$ cat src/rtl/serial_tx_piso_if.sv
// Load/data request side and serial line status of the PISO frame transmitter.
// master drives LOAD/DIN; slave (the transmitter) drives TXD/BUSY/DONE.
interface serial_tx_piso_if #(
    parameter int WIDTH = 8
);
    logic             LOAD;
    logic [WIDTH-1:0] DIN;
    logic             TXD;
    logic             BUSY;
    logic             DONE;

    modport master (
        output LOAD, DIN,
        input  TXD, BUSY, DONE
    );

    modport slave (
        input  LOAD, DIN,
        output TXD, BUSY, DONE
    );
endinterface

$ cat src/rtl/serial_tx_piso.sv
// Parallel-in serial-out frame transmitter: start, data LSB first,
// optional parity, stop. All state moves on the falling edge of C.
module serial_tx_piso #(
    parameter int WIDTH        = 8,
    parameter int CLKS_PER_BIT = 1,
    parameter int PARITY_EN    = 1,
    parameter int PARITY_ODD   = 0
) (
    input  logic              C,
    input  logic              RE,
    serial_tx_piso_if.slave   bus
);
    localparam int BW = $clog2(WIDTH + 1);
    localparam int DW = $clog2(CLKS_PER_BIT + 1);
    localparam logic [BW-1:0] BIT_LAST = BW'(WIDTH - 1);
    localparam logic [DW-1:0] DIV_LAST = DW'(CLKS_PER_BIT - 1);

    typedef enum logic [2:0] {IDLE, START, DATA, PARITY, STOP} state_t;

    state_t           state_q, state_d;
    logic [WIDTH-1:0] sh_q, sh_d;
    logic [BW-1:0]    bit_q, bit_d;
    logic [DW-1:0]    div_q, div_d;
    logic             par_q, par_d;
    logic             txd_q, txd_d;
    logic             busy_q, busy_d;
    logic             done_q, done_d;
    logic             bit_end;

    assign bit_end = (div_q == DIV_LAST);

    always_ff @(negedge C or posedge RE) begin
        if (RE) begin
            state_q <= IDLE;
            sh_q    <= '0;
            bit_q   <= '0;
            div_q   <= '0;
            par_q   <= 1'b0;
            txd_q   <= 1'b1;
            busy_q  <= 1'b0;
            done_q  <= 1'b0;
        end else begin
            state_q <= state_d;
            sh_q    <= sh_d;
            bit_q   <= bit_d;
            div_q   <= div_d;
            par_q   <= par_d;
            txd_q   <= txd_d;
            busy_q  <= busy_d;
            done_q  <= done_d;
        end
    end

    always_comb begin
        state_d = state_q;
        sh_d    = sh_q;
        bit_d   = bit_q;
        div_d   = div_q;
        par_d   = par_q;
        txd_d   = txd_q;
        busy_d  = busy_q;
        done_d  = 1'b0;
        if (state_q != IDLE) div_d = div_q + DW'(1);
        unique case (state_q)
            IDLE: begin
                txd_d  = 1'b1;
                busy_d = 1'b0;
                if (bus.LOAD) begin
                    sh_d    = bus.DIN;
                    par_d   = (^bus.DIN) ^ (PARITY_ODD != 0);
                    state_d = START;
                    busy_d  = 1'b1;
                    txd_d   = 1'b0;
                    div_d   = '0;
                    bit_d   = '0;
                end
            end
            START: begin
                if (bit_end) begin
                    state_d = DATA;
                    txd_d   = sh_q[0];
                    div_d   = '0;
                end
            end
            DATA: begin
                if (bit_end) begin
                    div_d = '0;
                    if (bit_q == BIT_LAST) begin
                        bit_d = '0;
                        if (PARITY_EN != 0) begin
                            state_d = PARITY;
                            txd_d   = par_q;
                        end else begin
                            state_d = STOP;
                            txd_d   = 1'b1;
                        end
                    end else begin
                        // next bit comes from position 1 before the shift lands
                        bit_d = bit_q + BW'(1);
                        sh_d  = sh_q >> 1;
                        txd_d = sh_q[1];
                    end
                end
            end
            PARITY: begin
                if (bit_end) begin
                    state_d = STOP;
                    txd_d   = 1'b1;
                    div_d   = '0;
                end
            end
            STOP: begin
                if (bit_end) begin
                    state_d = IDLE;
                    busy_d  = 1'b0;
                    done_d  = 1'b1;
                    div_d   = '0;
                end
            end
            default: begin
                state_d = IDLE;
                txd_d   = 1'b1;
                busy_d  = 1'b0;
                div_d   = '0;
                bit_d   = '0;
            end
        endcase
    end

    assign bus.TXD  = txd_q;
    assign bus.BUSY = busy_q;
    assign bus.DONE = done_q;
endmodule

$ cat src/flat_wrapper.sv
// flat-port wrapper written by rule: the top's interface ports become plain ports
module serial_tx_piso_flat 
#(
    parameter int WIDTH        = 8,
    parameter int CLKS_PER_BIT = 1,
    parameter int PARITY_EN    = 1,
    parameter int PARITY_ODD   = 0
)
  (C, RE, bus_LOAD, bus_DIN, bus_TXD, bus_BUSY, bus_DONE);
  serial_tx_piso_if #(.WIDTH(WIDTH)) bus_i ();
  input  logic C;
  input  logic RE;
  input wire logic [$bits(bus_i.LOAD)-1:0] bus_LOAD;
  input wire logic [$bits(bus_i.DIN)-1:0] bus_DIN;
  output wire logic [$bits(bus_i.TXD)-1:0] bus_TXD;
  output wire logic [$bits(bus_i.BUSY)-1:0] bus_BUSY;
  output wire logic [$bits(bus_i.DONE)-1:0] bus_DONE;
  assign bus_i.LOAD = bus_LOAD;
  assign bus_i.DIN = bus_DIN;
  assign bus_TXD = bus_i.TXD;
  assign bus_BUSY = bus_i.BUSY;
  assign bus_DONE = bus_i.DONE;
  serial_tx_piso #(.WIDTH(WIDTH), .CLKS_PER_BIT(CLKS_PER_BIT), .PARITY_EN(PARITY_EN), .PARITY_ODD(PARITY_ODD)) u_core (.C(C), .RE(RE), .bus(bus_i));
endmodule
$ cat config.mk
export PLATFORM = sky130hd
export DESIGN_NAME = serial_tx_piso_flat
export DESIGN_NICKNAME = d
export VERILOG_FILES = /design/src/rtl/serial_tx_piso_if.sv /design/src/rtl/serial_tx_piso.sv /design/src/flat_wrapper.sv
export SDC_FILE = /design/constraint.sdc
export NUM_CORES = 1
export LEC_CHECK = 0
export ABC_CLOCK_PERIOD_IN_PS = 1700
export CAP_MARGIN = 10
export CORE_ASPECT_RATIO = 0.8
export CORE_UTILIZATION = 53
export CTS_CLUSTER_SIZE = 40
export DETAILED_ROUTE_END_ITERATION = 7
export PLACE_DENSITY = 0.79
export REMOVE_ABC_BUFFERS = 1
export SKIP_CTS_REPAIR_TIMING = 1
export SLEW_MARGIN = 20
export SYNTH_ARGS = -nofsm -noshare
export SYNTH_HDL_FRONTEND = slang
export SYNTH_SLANG_ARGS = --single-unit
$ cat constraint.sdc
create_clock -name C -period 1.7 [get_ports C]
set_input_delay 0.17 -clock C [delete_from_list [all_inputs] [get_ports C]]
set_output_delay 0.17 -clock C [all_outputs]
set_load 0.1 [all_outputs]
# After elaboration in Yosys (flattened, before gate mapping)
# Index checks and enable logic that the tools add are counted.
[classes] n_addsub=2 n_eq_ne=12 mux=30 n_bitwise=3 n_reduce_logical=13
[op_table] cell="$mux 8" n=3
[op_table] cell="$mux 3" n=6
[op_table] cell="$pmux 8 s2" n=1
[op_table] cell="$pmux 3 s5" n=1
[op_table] cell="$mux 1" n=12
[op_table] cell="$mux 4" n=3
[op_table] cell="$ne 2x2->1 const B" n=6
[op_table] cell="$pmux 4 s3" n=1
[op_table] cell="$reduce_and 4->1" n=2
[op_table] cell="$reduce_xor 8->1" n=1
[op_table] cell="$eq 3x2->1 const B" n=2
[op_table] cell="$reduce_and 6->1" n=1
[op_table] cell="$reduce_or 3->1" n=2
[op_table] cell="$pmux 1 s5" n=1
[op_table] cell="$add 4x1->4 const B" n=1
[op_table] cell="$eq 4x3->1 const B" n=1
[op_table] cell="$reduce_and 2->1" n=2
[op_table] cell="$reduce_or 4->1" n=1
[op_table] cell="$eq 3x1->1 const B" n=1
[op_table] cell="$eq 3x3->1 const B" n=1
[op_table] cell="$logic_not 3->1" n=1
[op_table] cell="$not 1->1" n=3
[op_table] cell="$pmux 1 s3" n=1
[op_table] cell="$reduce_and 3->1" n=1
[op_table] cell="5 further kinds" n=5
[totals] reg_bits=20 in_bits=11 output_inout_bits=3 elab_cells=68

# Longest topological paths before layout
[depth] ltp_word=4 mapped_depth=6 ltp_nobuf=5

==> impl_metrics.py <==
metrics = {
    "outcome": {
        "status": "finished, violations left",
        "violations": "setup timing",
    },
    "floorplan": {
        "die_h_um": 42.9,
        "core_area_um2": 1930,
        "ioPinCount": 14,
        "fp.dieW_um": 53.2,
        "start_util_pct": 57.6,
        "placementRows": 14,
        "die_area_um2": 2280,
    },
    "power_and_ir_drop": {
        "switching_share_pct": 44.5,
        "p_leak_nw": 0.791,
        "ir_drop_uv": 1790,
        "power.density_nw_per_um2": 1840,
        "p_comb_share_pct": 58.0,
        "pwr-share-clk_pct": 12.1,
        "p_seq_share_pct": 29.8,
        "power.switching_mw": 1.30,
        "p_int_mw": 1.62,
    },
    "critical_path": {
        "critPathBufInv": 1,
        "required_ns": 1.53,
        "crit_fanout": 2,
        "cp_slowest_cell": "dfstp_2",
        "reg2reg_to": "u_core.bit_q[3]$_DFFE_NP0P_",
        "path_cells": "buf_12",
        "reg2reg_depth": 5,
        "worstPathArrival_ns": 1.95,
        "crit_family": "flip-flops",
        "ff2ff_setup_slack_ns": 0.07,
        "end_kind": "primary output",
        "startpoint_type": "flop",
        "rr_startpoint": "u_core.state_q[2]$_DFFE_NP0P_",
        "path_class": "flop to primary output",
        "critPathMaxStageDelay_ns": 0.55,
    },
    "synth": {
        "synthSimpleGateAreaFrac_pct": 20.6,
        "synth-compound-area-share_pct": 14.4,
        "synth_top_cells_by_area": "dfrtn_1, mux2i_1, xnor2_1",
        "syn_inst": 110,
        "synth_top_family_by_area": "simple AND/OR/NAND/NOR gates",
        "synth_common_cells": "dfrtn_1, nand2_1, o21ai_1",
        "synthXorXnorAreaFrac_pct": 6.31,
        "post-synth-top-count-cell": "dfrtn_1",
        "yosys_warnings": 0,
        "netlist_area_um2": 1110,
        "ys_seq_area_share_pct": 45.2,
        "synth_cell_types": 34,
        "synth_top_area_share_pct": 42.8,
        "yosys_register_bits": 20,
        "async_reset_ff_share_pct": 100,
        "synth.avg_cell_area_um2": 10.1,
        "synthFlopType": "dfrtn_1",
        "muxShareOfSynthArea_pct": 7.33,
        "synth-edff-count": 0,
        "synth_adder_area_share_pct": 1.13,
        "yosysTopAreaCell": "dfrtn_1",
    },
    "clock_tree": {
        "cts.sinks": 20,
        "clk_pin_slew_worst_paths_ns": 0.07,
        "h-tree-depth": 1,
        "cts_tree": "built",
        "cts_made_buffers": 3,
        "cts_root_buf": "clkbuf_4",
        "insertion_delay_ns": 0.38,
        "clk_path_buf_depth": 2,
    },
    "placement": {
        "dpl.hpwl_mm": 1.76,
        "gp_congestion": 0.795,
        "portBuffers": 13,
        "preCtsSetupSlack_ns": -0.796,
        "dp_cells": 162,
    },
    "route": {
        "vias": 978,
        "post-route-drc-count": 0,
        "vias_per_cell": 5.82,
        "wl_per_cell_um": 17.2,
        "ant_nets": 0,
        "drtIter0Drc": 75,
        "drt_first_pass_iters": 4,
        "drt-total-wl_mm": 2.89,
    },
    "layout": {
        "area_delta_synth_final_pct": 42.8,
        "fin_cells": 168,
        "seq_area_um2": 502,
        "multi_input_area_um2": 643,
        "antenna_cells": 0,
        "fin_nets": 157,
        "n_fill_cell": 115,
        "drive_above_1_share_pct": 32.6,
    },
    "global_routing": {
        "grt.met1_usage_pct": 32.4,
        "grtUsageTotal_pct": 23.7,
        "grtUsageMet2_pct": 36.5,
        "grt_remaining_overflow": 0,
        "grt.busiest_layer": "met2",
        "grt_pass1_wl_mm": 3.87,
        "grt_max_degree": 14,
        "grt.met3_usage_pct": 7.89,
        "grt_pass1_vias": 901,
        "antenna_found_initial": 0,
    },
    "hold_path": {
        "min_path_type": "flop to flop",
        "hold_end": "u_core.sh_q[6]$_DFFE_NP0P_",
        "hold_start": "u_core.sh_q[6]$_DFFE_NP0P_",
        "whs_path_depth": 2,
    },
    "sta": {
        "hold_violations": 0,
        "worst_slew_pin_slew_ns": 0.445,
        "rsz0062_at_grt": "true",
        "setup_viol": 3,
        "finClkSkew_ns": 0.0792,
        "drv_slew": 0,
        "setup_ws_ns": -0.425,
        "maxSlewHeadroom_pct": 70.2,
    },
    "flow_run": {
        "drv_cap": 0,
    },
}
registers in the layout (all words and copies together), names as in the netlist:
| signal | flops |
|---|---|
| u_core.bus.TXD | 1 |
| u_core.bus.DONE | 1 |
| u_core.par_q | 1 |
| u_core.bus.BUSY | 1 |
| u_core.div_q | 1 |
| u_core.sh_q | 8 |
| u_core.bit_q | 4 |
| u_core.state_q | 3 |
worst max path at each step:
stage | from | endpoint | slack (ns) | cells past startpoint
after CTS | bus_LOAD | u_core.sh_q[4]$_DFFE_NP0P_ | -0.47 | 5
final | u_core.bus.TXD$_DFFE_NP1P_ | bus_TXD | -0.42 | 1
after floorplan | u_core.bus.BUSY$_DFFE_NP0P_ | bus_BUSY | -0.28 | 0
after global placement | bus_LOAD | u_core.sh_q[5]$_DFFE_NP0P_ | -0.77 | 5
after global routing | u_core.bus.TXD$_DFFE_NP1P_ | bus_TXD | -0.45 | 1
after detailed placement | bus_LOAD | u_core.sh_q[4]$_DFFE_NP0P_ | -0.80 | 5
metrics by stage:
step / area, um2 / utilization [%] / hold slack (ns) / setup TNS, ns / power [mW]
2_1_floorplan: 1070 / - / 0.406 / -2.47 / 1.80
3_3_place_gp: 1420 / 73.8 / 0.425 / -9.72 / 2.29
3_5_place_dp: 1420 / 73.8 / 0.432 / -10.12 / 2.34
4_1_cts: 1470 / 76.3 / 0.434 / -5.78 / 2.67
5_1_grt: 1590 / 82.3 / 0.460 / -1.06 / 3.05
6_report: 1590 / 82.3 / 0.445 / -0.966 / 2.91
kinds of logic (layout without fill, tap and decap cells):
| group | Yosys count | in the layout |
|---|---|---|
| flops | 20 | 20 |
| compound gates | 25 | 26 |
| buf+inv | 9 | 42 |
| fa+ha+maj | 1 | 1 |
| xor+xnor | 8 | 8 |
| simple gates | 39 | 39 |
| mux | 8 | 8 |
power groups by stage:
stage                     clock network, mW  logic, mW  registers, mW
after global placement              0.00736       1.44          0.840
final                                 0.354       1.69          0.869
after floorplan                     0.00736      0.726           1.07
after global routing                  0.377       1.79          0.885
after detailed placement            0.00736       1.48          0.845
after CTS                             0.349       1.48          0.839
routing by layer:
metal | wire, um | vias up
met2 | 1430 | 34
li1 | - | 452
met1 | 1280 | 488
met5 | 0 | -
met4 | 31 | 0
met3 | 152 | 4
final cells by class:
| class | count | share of cell area (%) |
|---|---|---|
| Tap cell | 24 | 1.89 |
| Clock inverter | 1 | 0.237 |
| Inverter | 3 | 0.710 |
| Sequential cell | 20 | 31.6 |
| Timing Repair Buffer | 34 | 21.9 |
| Multi-Input combinational cell | 82 | 40.6 |
| Clock buffer | 4 | 3.00 |
placed cells by master (no fill, tap or decap), types with 5 or more instances in the layout:
cell / Yosys / final
buf_4: 1 / 21
dfrtn_1: 19 / 19
nand2_1: 15 / 15
o21ai_1: 9 / 9
dlymetal6s2s_1: 0 / 8
mux2i_1: 7 / 7
xnor2_2: 0 / 6
nor2_1: 5 / 5
Note: power is estimated with default switching activity, not from simulation.
==> patch 1, RTL diff (config.mk and constraints unchanged) <==
`PARITY_ODD` is set to 0 in 2 places; all go to 1.
--- a/src/rtl/serial_tx_piso.sv
+++ b/src/rtl/serial_tx_piso.sv
@@ -4,7 +4,7 @@
     parameter int WIDTH        = 8,
     parameter int CLKS_PER_BIT = 1,
     parameter int PARITY_EN    = 1,
-    parameter int PARITY_ODD   = 0
+    parameter int PARITY_ODD   = 1
 ) (
     input  logic              C,
     input  logic              RE,
--- a/src/flat_wrapper.sv
+++ b/src/flat_wrapper.sv
@@ -4,7 +4,7 @@
     parameter int WIDTH        = 8,
     parameter int CLKS_PER_BIT = 1,
     parameter int PARITY_EN    = 1,
-    parameter int PARITY_ODD   = 0
+    parameter int PARITY_ODD   = 1
 )
   (C, RE, bus_LOAD, bus_DIN, bus_TXD, bus_BUSY, bus_DONE);
   serial_tx_piso_if #(.WIDTH(WIDTH)) bus_i ();
Behaviour: same outputs for any inputs over 10 cycles, from zero or initial values; that may be too few to reach the edited logic, so the function may still have changed.
==> patch 1 against the original RTL <==
  * The flow still finishes with violations (setup timing)
  * Global-route usage shrank 2.7 points
  * Wire length shrank 12%
  * Non-clock buffer count shrank 2
  * Final area shrank 0.39%
  * Power grew 8.3%
  * Sequential cell count is the same
  * Area after synthesis grew 12%
  * Cell count shrank 3.6%
  * Setup slack gained 0.025 ns
  * Clock power grew 11%
  * Via count shrank 6.6%
  * Critical path type unchanged
  * Largest cell class unchanged
==> patch 1: results (changes against the original RTL) <==
met1 usage - 26.8% (-5.6 points)
first-pass GRT wire length - 4000 µm (+3.4%)
port bufs - 13 (unchanged)
Slew @ Worst Pin - 0.412 ns (-0.0332 ns)
average wire per standard cell - 15.8 µm (-8.3%)
setup-violating endpoint count in the final report - 12 (+9)
grt met2 use - 36.2% (-0.27 points)
setup TNS - -1.22 ns (-0.257 ns)
WHS - 0.465 ns (+0.0199 ns)
leakage - 0.775 nW (-2.1%)
largest net degree at the start of global routing - 16 (+2)
critical path's largest stage delay - 0.55 ns (about the same)
fin util - 72.5% (-9.7 points)
min-delay src - u_core.sh_q[2]
P_sw - 1.25 mW (-4.0%)
gr usage total - 21.1% (-2.7 points)
met3 routed WL - 129 µm (-15%)
Post-Place Cell Area - 1480 µm² (+3.9%)
Worst R2R Start - u_core.bit_q[0]
antenna cells - 0 (unchanged)
FF-to-FF End - u_core.sh_q[5]
syn avg cell area - 11.5 µm² (+14%)
DPL Wire Length - 1800 µm (+2.3%)
Fillers - 150 (+30%)
Hold Path Depth - 1 (-1)
status - complete, but fails checks
Initial DRT Pass Iterations - 4 (unchanged)
slack of the critical path - -0.399 ns (+0.0253 ns)
clock skew - 0.0575 ns (-0.0218 ns)
worst vdd rail ir drop - 1590 µV (-11%)
Worst Hold End - u_core.sh_q[2]
met1 wire length - 1090 µm (-14%)
clock buffers - 3 (-1)
via/cell ratio - 5.64 (-3.2%)
met2 wire len - 1310 µm (-8.1%)
initial DRC count - 23 (-69%)
GR Util met3 - 5.73% (-2.2 points)
synth unique cells - 39 (+15%)
#MultiIn Comb - 77 (-6.1%)
layout cells sized above 1 - 45.3% (+13 points)
dpl ws - -0.891 ns (-0.0943 ns)
Seq. pwr - 0.922 mW (+6.1%)
layout net count - 151 (-3.8%)
Post-Route WL - 2550 µm (-12%)
Placement Rows - 15 (+1)
non-clock buffer count - 32 (-5.9%)
crit-path max FO - 2 (unchanged)
WP data arrival - 1.93 ns (-0.02 ns)
Seq/Total Area, Yosys - 40.3% (-4.9 points)
largest cells by area after synthesis - dfrtn_1 (38%), mux2_4 (8.4%), mux2_2 (7.2%)
Commonest cells post-synth - dfrtn_1 (19), mux2_2 (8), xnor2_1 (8), mux2_4 (7)
worst reg-to-reg setup slack - 0.04 ns (-0.03 ns)
Clock buf/inv share - 3.57% (+0.33 points)
vias in the first global route - 872 (-3.2%)
Root Driver - clkbuf_4
failing checks - setup timing
Worst-Skew Late Latency - 0.35 ns (-0.03 ns)
GP Congestion - 0.794 (-0.21%)
Comb pwr share - 58.3% (+0.3 points)
-- patch 1: changes by cell type after synthesis, moves of 2 or more --
cell,before,now
nor3_1,4,6
nand2_1,15,3
o21ai_1,9,0
mux2i_1,7,1
o31ai_1,0,2
mux2_2,1,8
o21ai_2,3,0
mux2_4,0,7
nand3_1,2,0
o21ai_0,2,6
a31oi_1,0,2
buf_2,2,0
buf_6,2,4
-- patch 1: cells by family (layout without fill, tap and decap cells) --
| group | count (synthesis) | after routing | synth area share, % |
|---|---|---|---|
| and+or+nand+nor | 31 | 31 | 17.7 |
| AOI/OAI and AO/OA | 20 | 20 | 11.0 |
| DFF | 20 | 20 | 40.3 |
| muxes | 16 | 16 | 16.5 |
| buffers and inverters | 11 | 40 | 6.93 |
| xor gates and xnor gates | 8 | 8 | 5.63 |
| adders and majority gates | 2 | 2 | 2.01 |
==> patch 2, RTL diff (same settings) <==
Without the edit above. The 5 states of `state_t` get a Gray code encoding in 3 bits.
--- a/src/rtl/serial_tx_piso.sv
+++ b/src/rtl/serial_tx_piso.sv
@@ -15,7 +15,7 @@
     localparam logic [BW-1:0] BIT_LAST = BW'(WIDTH - 1);
     localparam logic [DW-1:0] DIV_LAST = DW'(CLKS_PER_BIT - 1);
 
-    typedef enum logic [2:0] {IDLE, START, DATA, PARITY, STOP} state_t;
+    typedef enum logic [2:0] {IDLE = 3'b000, START = 3'b001, DATA = 3'b011, PARITY = 3'b010, STOP = 3'b110} state_t;
 
     state_t           state_q, state_d;
     logic [WIDTH-1:0] sh_q, sh_d;
Function: no difference found for any inputs over 10 cycles, from zero or initial values; not proved beyond that.
==> patch 2 against the original RTL <==
  * Register-to-register slack lost 0.13 ns
  * Clock power shrank 4%
  * Wire length shrank 0.80%
  * Highest routed layer unchanged
  * Critical path type unchanged
  * The flow still finishes with violations (setup timing)
  * Area after synthesis grew 0.68%
  * Sequential cell count is the same
  * Setup slack gained 0.022 ns
  * Global-route usage grew 2.4 points
  * Power grew 2.3%
  * Count of clock-buffer cells in the layout is the same
  * Final area grew 1.1%
==> patch 2: results (changes against the original RTL) <==
Hold Path Depth - 1 (-1)
synth unique cells - 32 (-5.9%)
Seq/Total Area, Yosys - 44.9% (-0.30 points)
synthesis-to-layout area growth - 43.4%
clock skew - 0.0633 ns (-0.0160 ns)
Worst R2R Start - u_core.bit_q[0]
vias in the first global route - 878 (-2.6%)
first-pass GRT wire length - 4040 µm (+4.3%)
DPL Wire Length - 1950 µm (+11%)
setup-violating endpoint count in the final report - 11 (+8)
WHS - 0.460 ns (+0.0149 ns)
Worst Hold End - u_core.sh_q[4]
Commonest cells post-synth - dfrtn_1 (19), mux2_2 (14), o21ai_0 (9), xnor2_1 (7), nand2_1 (6)
leakage - 0.814 nW (+2.9%)
slack of the critical path - -0.403 ns (+0.0216 ns)
setup TNS - -2.03 ns (-1.06 ns)
initial DRC count - 26 (-65%)
dpl ws - -0.807 ns (-0.0109 ns)
layout cells sized above 1 - 42.5% (+9.9 points)
Reg2Reg Depth - 6 (+1)
P_sw - 1.18 mW (-9.5%)
routed via count - 922 (-5.7%)
layout net count - 147 (-6.4%)
failing checks - setup timing
FF-to-FF End - u_core.sh_q[0]
worst vdd rail ir drop - 1350 µV (-24%)
status - complete, but fails checks
==> patch 2: power groups by stage <==
stage	clock [mW]	sequential, mW	combinational, mW
after floorplan	0.00736	1.01	0.726
after global placement	0.00736	0.822	1.32
after detailed placement	0.00736	0.841	1.39
after CTS	0.349	0.834	1.40
after global routing	0.364	0.876	1.88
final	0.340	0.860	1.78
==> patch 2: worst max-delay path by stage <==
stage	end	cells after the start	start
2_1_floorplan	u_core.sh_q[0]	4	bus_LOAD
5_1_grt	bus_TXD	1	u_core.bus.TXD
6_report	bus_TXD	1	u_core.bus.TXD
4_1_cts	u_core.sh_q[0]	5	bus_LOAD
3_3_place_gp	u_core.sh_q[0]	5	bus_LOAD
3_5_place_dp	u_core.sh_q[0]	5	bus_LOAD
==> patch 2: kinds of logic (layout without fill, tap and decap cells) <==
| family | count (synthesis) | in the layout | share of synthesized area, % |
|---|---|---|---|
| AO/OA/AOI/OAI | 21 | 21 | 13.8 |
| XOR/XNOR | 8 | 8 | 6.27 |
| adder cells (fa/ha/maj) | 1 | 1 | 1.12 |
| buffers and inverters | 10 | 41 | 4.37 |
| flip-flops | 20 | 20 | 44.9 |
| multiplexers | 15 | 15 | 15.0 |
| AND/OR/NAND/NOR | 28 | 28 | 14.6 |
==> patch 2: routing by layer <==
| layer | global-route usage (%) | vias up | share of wire [%] |
|---|---|---|---|
| met2 | 47.3 | 33 | 55 |
| met4 | 8.42 | 0 | 1.9 |
| met5 | 0 | - | 0 |
| li1 | - | 417 | - |
| met3 | 6.45 | 7 | 3.6 |
| met1 | 29.3 | 465 | 40 |
==> patch 2: layout make-up <==
type / count / area share (%)
sequential: 20 / 31.3
clock inverter: 1 / 0.234
inverter: 4 / 0.937
timing repair buffer: 32 / 21.8
tap: 24 / 1.87
clock buffer: 4 / 2.97
multi-input combinational: 73 / 40.9
